==> src/rtl/trng_sampler_if.sv <==
// Output word channel of the TRNG sampler: a packed random word plus a
// valid/ready handshake. The sampler is the master and the consumer is the slave.
interface trng_sampler_if #(
    parameter int WIDTH = 8
);
    logic [WIDTH-1:0] out_data;
    logic             out_valid;
    logic             out_ready;

    modport master (
        output out_data,
        output out_valid,
        input  out_ready
    );

    modport slave (
        input  out_data,
        input  out_valid,
        output out_ready
    );
endinterface

==> src/rtl/trng_sampler.sv <==
// TRNG sampler: synchronizes N_CH asynchronous jitter sources, XOR-combines
// them into one sample per cycle, optionally removes bias with a von Neumann
// extractor, packs the bits into WIDTH-bit words and hands the words out over
// a valid/ready channel. It also monitors the combined sample for stuck runs.
module trng_sampler #(
    parameter int N_CH        = 4,
    parameter int SYNC_STAGES = 2,
    parameter int WIDTH       = 8,
    parameter int VN_EN       = 1,
    parameter int STUCK_LIMIT = 64
) (
    input  logic            clk,
    input  logic            rst_n,
    input  logic            en,
    input  logic [N_CH-1:0] raw_in,
    trng_sampler_if.master  out_bus,
    output logic            overflow,
    output logic            stuck
);

    localparam int                 CNT_W    = $clog2(WIDTH + 1);
    localparam logic [CNT_W-1:0]   CNT_FULL = CNT_W'(WIDTH);
    localparam logic [15:0]        RUN_MAX  = 16'(STUCK_LIMIT);

    typedef enum logic {
        VN_IDLE,
        VN_FIRST
    } vn_state_t;

    logic [N_CH-1:0]  sync_q [SYNC_STAGES];
    logic             x_q;
    logic             sv_q;

    vn_state_t        state_q;
    vn_state_t        state_d;
    logic             first_q;
    logic             bit_v;
    logic             bit_d;

    logic [WIDTH-1:0] word_q;
    logic [WIDTH-1:0] word_d;
    logic [CNT_W-1:0] cnt_q;
    logic [CNT_W-1:0] cnt_d;
    logic [CNT_W-1:0] cnt_base;
    logic             full;
    logic             fire;

    logic [15:0]      run_q;
    logic             last_x_q;

    // Synchronizer chains: every stage clocked each cycle, independent of en.
    // NOTE: sequential state uses non-blocking assignments so every flop samples pre-edge values.
    always_ff @(posedge clk or negedge rst_n) begin
        if (!rst_n) begin
            // NOTE: the synchronizer array is reset too, so no stale entropy survives a reset.
            for (int i = 0; i < SYNC_STAGES; i++) begin
                sync_q[i] <= '0;
            end
        end else begin
            sync_q[0] <= raw_in;
            for (int i = 1; i < SYNC_STAGES; i++) begin
                sync_q[i] <= sync_q[i-1];
            end
        end
    end

    // Combined sample and its valid flag, registered on the same edge.
    always_ff @(posedge clk or negedge rst_n) begin
        if (!rst_n) begin
            x_q  <= 1'b0;
            sv_q <= 1'b0;
        end else begin
            x_q  <= ^sync_q[SYNC_STAGES-1];
            sv_q <= en;
        end
    end

    // Debias state register and the stored first sample of a pair.
    always_ff @(posedge clk or negedge rst_n) begin
        if (!rst_n) begin
            state_q <= VN_IDLE;
            first_q <= 1'b0;
        end else begin
            state_q <= state_d;
            if (sv_q && state_q == VN_IDLE) begin
                first_q <= x_q;
            end
        end
    end

    // Debias next state and emitted bit: a pair 01 gives 0, 10 gives 1, equal pairs give nothing.
    always_comb begin
        // NOTE: every output of this block gets a default first, so no latch is inferred.
        state_d = state_q;
        bit_v   = 1'b0;
        bit_d   = x_q;
        if (VN_EN != 0) begin
            if (!sv_q) begin
                state_d = VN_IDLE;
            end else if (state_q == VN_IDLE) begin
                state_d = VN_FIRST;
            end else begin
                state_d = VN_IDLE;
                bit_v   = (first_q != x_q);
                bit_d   = first_q;
            end
        end else begin
            bit_v = sv_q;
        end
    end

    assign full = (cnt_q == CNT_FULL);
    assign fire = out_bus.out_valid && out_bus.out_ready;

    // Packer next state: a full word is handed off this edge, so counting restarts from zero.
    always_comb begin
        cnt_base = full ? '0 : cnt_q;
        word_d   = word_q;
        cnt_d    = cnt_base;
        if (!sv_q) begin
            word_d = '0;
            cnt_d  = '0;
        end else if (bit_v) begin
            word_d = {word_q[WIDTH-2:0], bit_d};
            cnt_d  = cnt_base + CNT_W'(1);
        end
    end

    // Packer shift register and bit count.
    always_ff @(posedge clk or negedge rst_n) begin
        if (!rst_n) begin
            word_q <= '0;
            cnt_q  <= '0;
        end else begin
            word_q <= word_d;
            cnt_q  <= cnt_d;
        end
    end

    // Output register: load a completed word if the slot is free or being consumed, else drop it.
    always_ff @(posedge clk or negedge rst_n) begin
        if (!rst_n) begin
            out_bus.out_data  <= '0;
            out_bus.out_valid <= 1'b0;
            overflow          <= 1'b0;
        end else begin
            if (full) begin
                if (!out_bus.out_valid || fire) begin
                    out_bus.out_data  <= word_q;
                    out_bus.out_valid <= 1'b1;
                end else begin
                    overflow <= 1'b1;
                end
            end else if (fire) begin
                out_bus.out_valid <= 1'b0;
            end
        end
    end

    // Saturating run length of identical consecutive valid samples.
    always_ff @(posedge clk or negedge rst_n) begin
        if (!rst_n) begin
            run_q    <= '0;
            last_x_q <= 1'b0;
        end else if (sv_q) begin
            last_x_q <= x_q;
            if (run_q != '0 && x_q == last_x_q) begin
                if (run_q < RUN_MAX) begin
                    run_q <= run_q + 16'd1;
                end
            end else begin
                run_q <= 16'd1;
            end
        end
    end

    assign stuck = (run_q >= RUN_MAX);

endmodule

==> src/flat_wrapper.sv <==
// flat-port wrapper written by rule: the top's interface ports become plain ports
module trng_sampler_flat 
#(
    parameter int N_CH        = 4,
    parameter int SYNC_STAGES = 2,
    parameter int WIDTH       = 8,
    parameter int VN_EN       = 1,
    parameter int STUCK_LIMIT = 64
)
  (clk, rst_n, en, raw_in, overflow, stuck, out_bus_out_data, out_bus_out_valid, out_bus_out_ready);
  trng_sampler_if #(.WIDTH(WIDTH)) out_bus_i ();
  input  logic clk;
  input  logic rst_n;
  input  logic en;
  input  logic [N_CH-1:0] raw_in;
  output logic overflow;
  output logic stuck;
  output wire logic [$bits(out_bus_i.out_data)-1:0] out_bus_out_data;
  output wire logic [$bits(out_bus_i.out_valid)-1:0] out_bus_out_valid;
  input wire logic [$bits(out_bus_i.out_ready)-1:0] out_bus_out_ready;
  assign out_bus_out_data = out_bus_i.out_data;
  assign out_bus_out_valid = out_bus_i.out_valid;
  assign out_bus_i.out_ready = out_bus_out_ready;
  trng_sampler #(.N_CH(N_CH), .SYNC_STAGES(SYNC_STAGES), .WIDTH(WIDTH), .VN_EN(VN_EN), .STUCK_LIMIT(STUCK_LIMIT)) u_core (.clk(clk), .rst_n(rst_n), .en(en), .raw_in(raw_in), .out_bus(out_bus_i), .overflow(overflow), .stuck(stuck));
endmodule
==> config.mk <==
export PLATFORM = sky130hd
export DESIGN_NAME = trng_sampler_flat
export DESIGN_NICKNAME = d
export VERILOG_FILES = /design/src/rtl/trng_sampler_if.sv /design/src/rtl/trng_sampler.sv /design/src/flat_wrapper.sv
export SDC_FILE = /design/constraint.sdc
export NUM_CORES = 1
export LEC_CHECK = 0
export BUFFER_PORTS_ARGS = -buffer_cell sky130_fd_sc_hd__buf_2
export CELL_PAD_IN_SITES_DETAIL_PLACEMENT = 0
export CELL_PAD_IN_SITES_GLOBAL_PLACEMENT = 1
export CORE_UTILIZATION = 42
export DETAILED_ROUTE_END_ITERATION = 16
export GPL_ROUTABILITY_DRIVEN = 0
export GPL_TIMING_DRIVEN = 0
export PLACE_DENSITY = 0.85
export SYNTH_ARGS = -nofsm -noshare
export SYNTH_HDL_FRONTEND = slang
export SYNTH_SLANG_ARGS = --single-unit
==> constraint.sdc <==
create_clock -name clk -period 1.7 [get_ports clk]
set_input_delay 0.085 -clock clk [delete_from_list [all_inputs] [get_ports clk]]
set_output_delay 0.085 -clock clk [all_outputs]
set_load 0.01 [all_outputs]
# ---- Word level (Yosys, flattened, before mapping)
# Cells that the tools add are included.
dict set report op_classes {
  eq_ne 6
  reduce_logical 12
  n_lt_le_gt_ge 2
  add_sub_neg 2
  n_bitwise 2
  n_mux 15
}
# cell n
set op_table {}
lappend op_table {{16-bit 2-to-1 mux} 2}
lappend op_table {{16-bit by 1-bit adder with 16-bit output, second input constant} 1}
lappend op_table {{16-bit by 7-bit greater-or-equal comparator with 1-bit output, second input constant} 1}
lappend op_table {{16-bit by 7-bit < comparator with 1-bit output, second input constant} 1}
lappend op_table {{8-bit 2-to-1 mux} 2}
lappend op_table {{16-bit nonzero test} 1}
lappend op_table {{4-bit 2-to-1 mux} 3}
lappend op_table {{1-bit 2-to-1 mux} 8}
lappend op_table {{2-bit AND reduction} 4}
lappend op_table {{2-bit != test, second input constant} 3}
lappend op_table {{4-bit by 1-bit adder with 4-bit output, second input constant} 1}
lappend op_table {{4-bit == test, second input constant} 1}
lappend op_table {{4-bit XOR reduction} 1}
lappend op_table {{1-bit logical AND} 3}
lappend op_table {{1-bit NOT} 2}
lappend op_table {{2-bit nonzero test} 1}
lappend op_table {{1-bit == test} 1}
lappend op_table {{1-bit zero test} 1}
lappend op_table {{1-bit logical OR} 1}
lappend op_table {{1-bit != test} 1}
dict set report word_totals {
  inputBits 8
  out_inout_bits 11
  reg_bits 51
  wordCells 52
}

# ---- Longest topological paths before layout
# Gate-level depths: netlist of run 1.
dict set report depth {
  depth_word 5
  ltp_mapped 6
  ltp_nobuf 6
}

# ---- Least setup slack after synthesis of run 1
# No wires, ideal clock.
dict set report synth_path {
  path_kind {flip-flop to flip-flop}
  startpoint {reg u_core.run_q[9]}
  endpoint {reg u_core.run_q[11]}
  stages_incl_launch_ff 5
  n_path_buf 0
  period_less_slack_ps 1787
  setup_time_ps 87
  required_time_ps 1613
  t_arrival_ps 1700
  path_slack_ps -87
  path_cell_list {dfrtp_1 > nor4_4 > a31oi_2 > or4_4 > a211oi_2}
}
dict set report synth_via {
  elab_chain_len 4
  word_cells_on_any_way 8
  cone_classes {add/sub (1); order compare (1); eq/ne (1); mux (2); reduce/logical (3)}
}
# element line
set synth_lines {}
lappend synth_lines {{from (decl)} trng_sampler.sv:48} ;# logic [15:0] run_q;
lappend synth_lines {{from (signal assigned)} trng_sampler.sv:169} ;# run_q <= run_q + 16'd1;
lappend synth_lines {{parallel branches: the longest is 4 deep, another holds 16-bit by 1-bit adder with 16-bit output} n/a}
# Parallel ways; which one is timed is not known. The select of a mux whose other input is x is not followed.
# A chain may end at the register's enable or synchronous reset.

# ---- Worst setup path after layout of run 1
dict set report layout_path {
  startpoint {reg u_core.run_q[6]}
  endpoint {reg u_core.run_q[13]}
}
# The elaborated chain is that of the path after synthesis.

==> flow_summary.json, run 1 <==
{
  "yosys_register_bits": 51,
  "starting_utilization_of_the_core_area": 0.4346,
  "finalWorstPathRequiredPeriod_ns": 1.811,
  "count_of_antenna_diodes_in_the_layout": 0,
  "run_status": "finished with violations",
  "critPathCaptureType": "register",
  "global_route.overflow_total": 0,
  "power.clock.fraction": 0.268,
  "multi_input_area_um2": 964.7,
  "finalHoldViolCount": 25,
  "synth_ff_type": "sky130_fd_sc_hd__dfrtp_1",
  "ctsLongestPathBuffers": 2,
  "drc": 0,
  "pwr_density_cell_mw_per_mm2": 931.6,
  "ratio_of_final_minimum_period_to_clock_period": 1.065,
  "grt_pass1_wl_mm": 6.568,
  "intPower_mw": 1.764,
  "num-nets-final": 250,
  "synth_simple_gate_area_share": 0.1787,
  "seq_area_mm2": 0.001277,
  "cts_root_buf": "sky130_fd_sc_hd__clkbuf_8",
  "sw_frac_of_total": 0.3002,
  "cp_data_arrival_time_ns": 2.03,
  "viasPerCell": 5.217,
  "synth-edff-count": 0,
  "rsz0062_at_grt": "yes",
  "max_clock_freq_mhz": 552.1,
  "postRouteWirelength_mm": 3.979,
  "synth_top_area_frac": 0.5750,
  "antenna_violations_before_repair": 0,
  "place_area_mm2": 0.002415,
  "required_ns": 1.92,
  "synthMostInstantiatedCell": "sky130_fd_sc_hd__dfrtp_1",
  "place.port_buffers": 18,
  "share_of_final_layout_standard_cells_stronger_than_drive_strength_1": 0.2929,
  "floorplan.io_pins": 19,
  "share_seq_of_total_power": 0.543,
  "layout.cell_area.non_filler_mm2": 0.002706,
  "synth_area_leader": "sky130_fd_sc_hd__dfrtp_1",
  "grt_start_max_net_pins": 52,
  "tightest_pin_transition_ns": 1.087,
  "die_height_um": 74.70,
  "synth_top_family_by_area": "simple AND/OR/NAND/NOR gates",
  "detailedRoute.firstPassIterationCount": 4,
  "final_util": 0.5299,
  "reg2regPathDepth": 4,
  "post_synth_mux_area_share": 0.05581,
  "number_of_vias_after_detailed_routing": 1612,
  "synth_cells": 197,
  "timing.final.setup_violations": 8,
  "p_comb_frac": 0.189,
  "synthXorXnorAreaFrac": 0.03157,
  "num-fill-cells": 468,
  "number_of_global_route_vias_before_repair": 1403,
  "slew_headroom": 0.2754,
  "route.detailed.wl_per_inst_um": 12.88,
  "hp-class": "input pin to async pin",
  "cts_num_sinks": 51,
  "synth.yosys.seq_area_share": 0.5750,
  "core_region_area_mm2": 0.005107,
  "syn2layout_area_growth_pct": 21.93,
  "syn-num-nets": 209,
  "leakage_nw": 1.214,
  "warnings_synthesis": 0,
  "avgSynthCellArea_um2": 11.27,
  "max_cap_viol_count": 0,
  "synthAdderAreaFrac": 0.02255,
  "final_max_slew_viol_count": 0,
  "gr-usage-all-layers": 0.1567,
  "crit_fanout": 6,
  "worstSetupStartpointType": "register",
  "netlist_top_cells_count": "sky130_fd_sc_hd__dfrtp_1 (51), sky130_fd_sc_hd__nand2_1 (16), sky130_fd_sc_hd__a21oi_1 (15)",
  "yosys-top-cells-area": "sky130_fd_sc_hd__dfrtp_1 (57%), sky130_fd_sc_hd__mux2_2 (5.6%), sky130_fd_sc_hd__a21oi_1 (3.4%)",
  "synth_compound_area_frac": 0.1094,
  "fin_worst_hold_slack_ns": -0.02215,
  "maximum_level_of_the_cts_h_tree": 2,
  "chipWidth_um": 74.70,
  "fp-row-count": 26,
  "insertion_delay_ns": 0.30,
  "failed_checks": "negative hold slack, negative setup slack",
  "netsw_uw": 756.8,
  "cts_tree": "done",
  "fp.dieArea_mm2": 0.005579,
  "setup_ws_post_layout_ns": -0.1113,
  "drt_iter0_drc": 112,
  "dpl.hpwl_mm": 2.550,
  "criticalPathCategory": "register to register",
  "clock_edge_transition_at_the_registers_on_the_reported_setup_and_hold_paths_ns": 0.09,
  "share_of_flip_flops_with_an_asynchronous_set_or_reset_after_synthesis": 1.000,
  "antenna_violating_nets_post_route": 0,
  "synthesis.area_mm2": 0.002220,
  "worst_ir_drop_vdd_mv": 0.5219,
  "final.setup_skew_ns": 0.008077,
  "synth.lib_cells_used.distinct": 37,
  "cts_inserted_buffers": 5
}
==> final cells by class <==
| cell class | count | area share |
|---|---|---|
| timing repair buffer | 34 | 0.08229 |
| inverter | 10 | 0.01387 |
| clock inverter | 2 | 0.004623 |
| sequential | 51 | 0.4720 |
| buffer | 6 | 0.01156 |
| clock buffer | 6 | 0.02681 |
| tap | 70 | 0.03236 |
| multi-input combinational | 130 | 0.3564 |
==> critical path: stages (launching register included) <==
cell	delay, ns
sky130_fd_sc_hd__dfrtp_1	0.44
sky130_fd_sc_hd__nor4_4	0.40
sky130_fd_sc_hd__a31oi_4	0.17
sky130_fd_sc_hd__or4_4	0.49
sky130_fd_sc_hd__a211oi_2	0.23
==> placed cells by master (no fill, tap or decap), types with 2 or more instances in the layout <==
| master | count |
|---|---|
| sky130_fd_sc_hd__buf_4 | 12 |
| sky130_fd_sc_hd__a21oi_2 | 3 |
| sky130_fd_sc_hd__a21oi_1 | 12 |
| sky130_fd_sc_hd__ha_1 | 4 |
| sky130_fd_sc_hd__buf_2 | 18 |
| sky130_fd_sc_hd__dfrtp_1 | 50 |
| sky130_fd_sc_hd__dlygate4sd3_1 | 5 |
| sky130_fd_sc_hd__inv_1 | 10 |
| sky130_fd_sc_hd__and4_1 | 2 |
| sky130_fd_sc_hd__nand2b_1 | 3 |
| sky130_fd_sc_hd__nand4_1 | 3 |
| sky130_fd_sc_hd__nand3_1 | 14 |
| sky130_fd_sc_hd__and3_1 | 3 |
| sky130_fd_sc_hd__nor4_1 | 2 |
| sky130_fd_sc_hd__or3_4 | 2 |
| sky130_fd_sc_hd__xor2_1 | 3 |
| sky130_fd_sc_hd__a211oi_2 | 3 |
| sky130_fd_sc_hd__a31oi_1 | 2 |
| sky130_fd_sc_hd__nand2_1 | 15 |
| sky130_fd_sc_hd__clkbuf_8 | 5 |
| sky130_fd_sc_hd__clkbuf_1 | 4 |
| sky130_fd_sc_hd__mux2_2 | 11 |
| sky130_fd_sc_hd__o21ai_0 | 4 |
| sky130_fd_sc_hd__nor4_4 | 2 |
| sky130_fd_sc_hd__nor2_1 | 10 |
| sky130_fd_sc_hd__o21a_1 | 6 |
| sky130_fd_sc_hd__xnor2_1 | 4 |
| sky130_fd_sc_hd__nor3_1 | 2 |
==> stage by stage <==
step           hold WS (ns)  total power, mW  TNS [ns]  cells  setup WS (ns)
2_1_floorplan       -0.2106            1.653         0    197        0.03446
3_3_place_gp         0.1934            1.767    -1.568    285        -0.1411
3_5_place_dp         0.1943            1.781    -2.331    285        -0.1765
4_1_cts             0.02600            2.477   -0.2522    303       -0.08250
5_1_grt             0.08215            2.653    -1.226    309        -0.1859
6_report           -0.02215            2.521   -0.5120    309        -0.1113
==> worst paths after layout <==
| kind | from | to | slack, ns |
|---|---|---|---|
| max | u_core.run_q[6]$_DFFE_PN0P_ | u_core.run_q[13]$_DFFE_PN0P_ | -0.11 |
| max reg2reg | u_core.run_q[6]$_DFFE_PN0P_ | u_core.run_q[13]$_DFFE_PN0P_ | -0.11 |
| max in group asynchronous | rst_n | u_core.run_q[9]$_DFFE_PN0P_ | 0.98 |
| min reg2reg | u_core.sync_q[5]$_DFF_PN0_ | u_core.sync_q[1]$_DFF_PN0_ | 0.35 |
| min | rst_n | u_core.word_q[6]$_DFFE_PN0P_ | -0.02 |
| min in group clk | out_bus_out_ready | u_core.out_bus.out_valid$_DFFE_PN0P_ | 0.08 |
==> flip-flops by register name, indices dropped and copies added, names as in the netlist <==
name / flops
u_core.out_bus.out_data: 8
u_core.x_q: 1
u_core.last_x_q: 1
u_core.run_q: 16
u_core.overflow: 1
u_core.sync_q: 8
u_core.state_q: 1
u_core.cnt_q: 4
u_core.sv_q: 1
u_core.out_bus.out_valid: 1
u_core.first_q: 1
u_core.word_q: 8
==> metal layers <==
metal / GRT usage / wire length (µm) / share of wire / vias up
met4: 0.07128 / 63 / 0.016 / 0
met3: 0.02811 / 124 / 0.031 / 6
met1: 0.2156 / 1915 / 0.48 / 791
met5: 0 / 0 / 0 / -
met2: 0.2432 / 1875 / 0.47 / 33
li1: - / - / - / 782
==> timing repair <==
| item | in CTS | in global routing |
|---|---|---|
| resized for setup | 6 | 16 |
| pin swaps | 3 | 5 |
| hold endpoints to repair | 5 | 0 |
| hold buffers | 5 | 0 |
| endpoints found under the setup margin | 25 | 26 |
| buffers inserted | 5 | 6 |
==> cells by family after synthesis <==
family                     count (synthesis)
buffers and inverters                     16
adders and majority gates                  4
AOI/OAI and AO/OA                         37
muxes                                     11
DFF                                       51
xor gates and xnor gates                   8
and+or+nand+nor                           70
==> power by group through the flow <==
stage | Clock [mW] | Sequential [mW] | Combinational (mW)
2_1_floorplan | 0 | 1.37 | 0.287
3_5_place_dp | 0 | 1.39 | 0.393
6_report | 0.676 | 1.37 | 0.476
5_1_grt | 0.742 | 1.38 | 0.527
4_1_cts | 0.704 | 1.36 | 0.409
3_3_place_gp | 0 | 1.38 | 0.383
Power figures use the tool's default switching activity.
==> inputs of run 2 (changes only) <==
Settings changed: CORE_UTILIZATION 42 to 35, PLACE_DENSITY 0.85 to 0.75, REMOVE_ABC_BUFFERS set to 1.
==> run 2 against run 1 <==
  * Largest cell class unchanged
  * Largest power group unchanged
  * The run still ends with negative hold slack, negative setup slack left
  * Register-to-register slack improved by 0.11 ns
  * Sequential power hardly changed
  * Combinational power down 15%
==> flow_summary.json, run 2 (same netlist as run 1, synthesis figures left out) <==
{
  "pwr_density_cell_mw_per_mm2": 919.4,
  "starting_utilization_of_the_core_area": 0.3684,
  "grt_pass1_wl_mm": 6.962,
  "criticalPathCategory": "register to register",
  "final_util": 0.4412,
  "crit_fanout": 4,
  "hp-class": "input pin to async pin",
  "insertion_delay_ns": 0.30,
  "count_of_antenna_diodes_in_the_layout": 0,
  "cp_data_arrival_time_ns": 1.92,
  "place.port_buffers": 18,
  "design_power_total_mw": 2.445,
  "cts_tree": "done",
  "setup_ws_post_layout_ns": -0.005344,
  "max_clock_freq_mhz": 586.4,
  "antenna_violations_before_repair": 0,
  "sw_frac_of_total": 0.2959,
  "worst_ir_drop_vdd_mv": 0.4852,
  "die_height_um": 81.64,
  "floorplan.io_pins": 19,
  "slowest_delay_ns": 0.49,
  "required_ns": 1.92,
  "seq_area_mm2": 0.001282,
  "slowest_stage": "sky130_fd_sc_hd__or4_4",
  "postRouteWirelength_mm": 3.943,
  "share_seq_of_total_power": 0.568,
  "slew_headroom": 0.2584,
  "tightest_pin_transition_ns": 1.112,
  "timing.final.setup_violations": 2,
  "finalHoldViolCount": 16,
  "failed_checks": "negative hold slack, negative setup slack",
  "critPathCaptureType": "register",
  "fin_worst_hold_slack_ns": -0.01436,
  "worstSetupStartpointType": "register",
  "mostFrequentLayoutCells": "sky130_fd_sc_hd__dfrtp_1 (46), sky130_fd_sc_hd__buf_2 (18), sky130_fd_sc_hd__nand2_1 (16), sky130_fd_sc_hd__a21oi_1 (15), sky130_fd_sc_hd__nand3_1 (14)",
  "fp-row-count": 28,
  "biggest_register": "u_core.run_q",
  "power.clock.fraction": 0.266,
  "ctsLongestPathBuffers": 2,
  "antenna_violating_nets_post_route": 0,
  "maximum_level_of_the_cts_h_tree": 2,
  "num-fill-cells": 596,
  "p_comb_frac": 0.166,
  "core_region_area_mm2": 0.006026,
  "syn2layout_area_growth_pct": 19.79,
  "final.setup_skew_ns": 0.005917,
  "tns_ns": -0.01056,
  "share_of_final_layout_standard_cells_stronger_than_drive_strength_1": 0.2783,
  "rsz0062_at_grt": "yes",
  "chipWidth_um": 81.64,
  "worst-path-buf-inv": 0,
  "drt_iter0_drc": 72,
  "gr-usage-all-layers": 0.1392,
  "netsw_uw": 723.3,
  "max_cap_viol_count": 0,
  "final_max_slew_viol_count": 0,
  "crit_family": "simple AND/OR/NAND/NOR gates",
  "num-nets-final": 243,
  "drc": 0,
  "run_status": "finished with violations",
  "multi_input_area_um2": 945.9,
  "ratio_of_final_minimum_period_to_clock_period": 1.003,
  "route.detailed.wl_per_inst_um": 12.93,
  "number_of_vias_after_detailed_routing": 1565,
  "cts_root_buf": "sky130_fd_sc_hd__clkbuf_8",
  "finalWorstPathRequiredPeriod_ns": 1.705,
  "leakage_nw": 1.174,
  "cts_inserted_buffers": 5,
  "crit_path_cell_trace": "nor4_4, a31oi_4, or4_4, a211oi_2",
  "global_route.overflow_total": 0,
  "cts_num_sinks": 51,
  "detailedPlace.worstSlack_ns": -0.4557,
  "grt_start_max_net_pins": 52,
  "detailedRoute.firstPassIterationCount": 4,
  "fp.dieArea_mm2": 0.006664,
  "most_common_cell_after_layout_fill_and_taps_aside": "sky130_fd_sc_hd__dfrtp_1",
  "intPower_mw": 1.721,
  "largest_register_ffs": 16,
  "number_of_global_route_vias_before_repair": 1499,
  "dpl.hpwl_mm": 2.517,
  "clock_edge_transition_at_the_registers_on_the_reported_setup_and_hold_paths_ns": 0.09,
  "viasPerCell": 5.131
}
==> run 2: cell types whose count changed in the layout (fill, tap and decap cells not counted), moves of 2 or more <==
cell                       before  now
sky130_fd_sc_hd__a21oi_1       12   15
sky130_fd_sc_hd__a21oi_2        3    0
sky130_fd_sc_hd__buf_4         12    9
sky130_fd_sc_hd__clkbuf_1       4    0
sky130_fd_sc_hd__dfrtp_1       50   46
sky130_fd_sc_hd__dfrtp_2        1    5
sky130_fd_sc_hd__or3_1          0    2
sky130_fd_sc_hd__or3_4          2    0
==> run 2: per-layer routing <==
| metal | vias to the layer above | part of all wire | track usage | routed length (µm) |
|---|---|---|---|---|
| li1 | 761 | - | - | - |
| met1 | 777 | 0.48 | 0.1886 | 1900 |
| met2 | 22 | 0.47 | 0.2133 | 1857 |
| met3 | 5 | 0.026 | 0.02333 | 101 |
| met4 | 0 | 0.021 | 0.07368 | 84 |
| met5 | - | 0 | 0 | 0 |
==> run 2: layout make-up <==
cell class              count  share of cell area
clock inverters             1            0.002824
repair buffers             33             0.08235
well taps                  75             0.03529
clock buffers               5             0.02588
inverters                  10             0.01553
flip-flops and latches     51              0.4824
multi-input cells         130              0.3558
==> run 2: path summary, 6_finish.rpt <==
kind                                                   start                                    to  slack, ns  cells past startpoint
worst max-delay path            u_core.run_q[10]$_DFFE_PN0P_          u_core.run_q[13]$_DFFE_PN0P_     -0.005                      4
max in group asynchronous                              rst_n                  u_core.x_q$_DFF_PN0_       0.95                      1
worst min-delay path                                   rst_n          u_core.run_q[15]$_DFFE_PN0P_      -0.01                      1
worst max register to register  u_core.run_q[10]$_DFFE_PN0P_          u_core.run_q[13]$_DFFE_PN0P_     -0.005                      4
worst min register to register    u_core.sync_q[5]$_DFF_PN0_            u_core.sync_q[1]$_DFF_PN0_       0.35                      0
min in group clk                           out_bus_out_ready  u_core.out_bus.out_valid$_DFFE_PN0P_       0.08                      3
==> run 2: worst register-to-register path: stages, from the launching register on <==
cell	delay, ns
sky130_fd_sc_hd__dfrtp_2	0.43
sky130_fd_sc_hd__nor4_4	0.36
sky130_fd_sc_hd__a31oi_4	0.15
sky130_fd_sc_hd__or4_4	0.49
sky130_fd_sc_hd__a211oi_2	0.19
==> run 2: timing repair <==
action | in CTS | in global routing
buffers inserted | 10 | 1
setup endpoints to repair | 31 | 23
resized for setup | 14 | 3
hold buffers | 5 | 0
hold endpoints to repair | 5 | 0
cloned | 0 | 0
pin swaps | 11 | 0
==> run 2: per-stage QoR <==
| step | cells | instance area, µm² |
|---|---|---|
| 2_1_floorplan | 191 | 2197 |
| 3_3_place_gp | 284 | 2381 |
| 3_5_place_dp | 284 | 2381 |
| 4_1_cts | 304 | 2640 |
| 5_1_grt | 305 | 2659 |
| 6_report | 305 | 2659 |
==> run 2: power groups by stage <==
| stage | Combinational (mW) | Clock, mW | Sequential (mW) |
|---|---|---|---|
| 2_1_floorplan | 0.270 | 0 | 1.37 |
| 3_3_place_gp | 0.366 | 0 | 1.39 |
| 3_5_place_dp | 0.375 | 0 | 1.39 |
| 4_1_cts | 0.407 | 0.681 | 1.39 |
| 5_1_grt | 0.460 | 0.719 | 1.40 |
| 6_report | 0.406 | 0.651 | 1.39 |
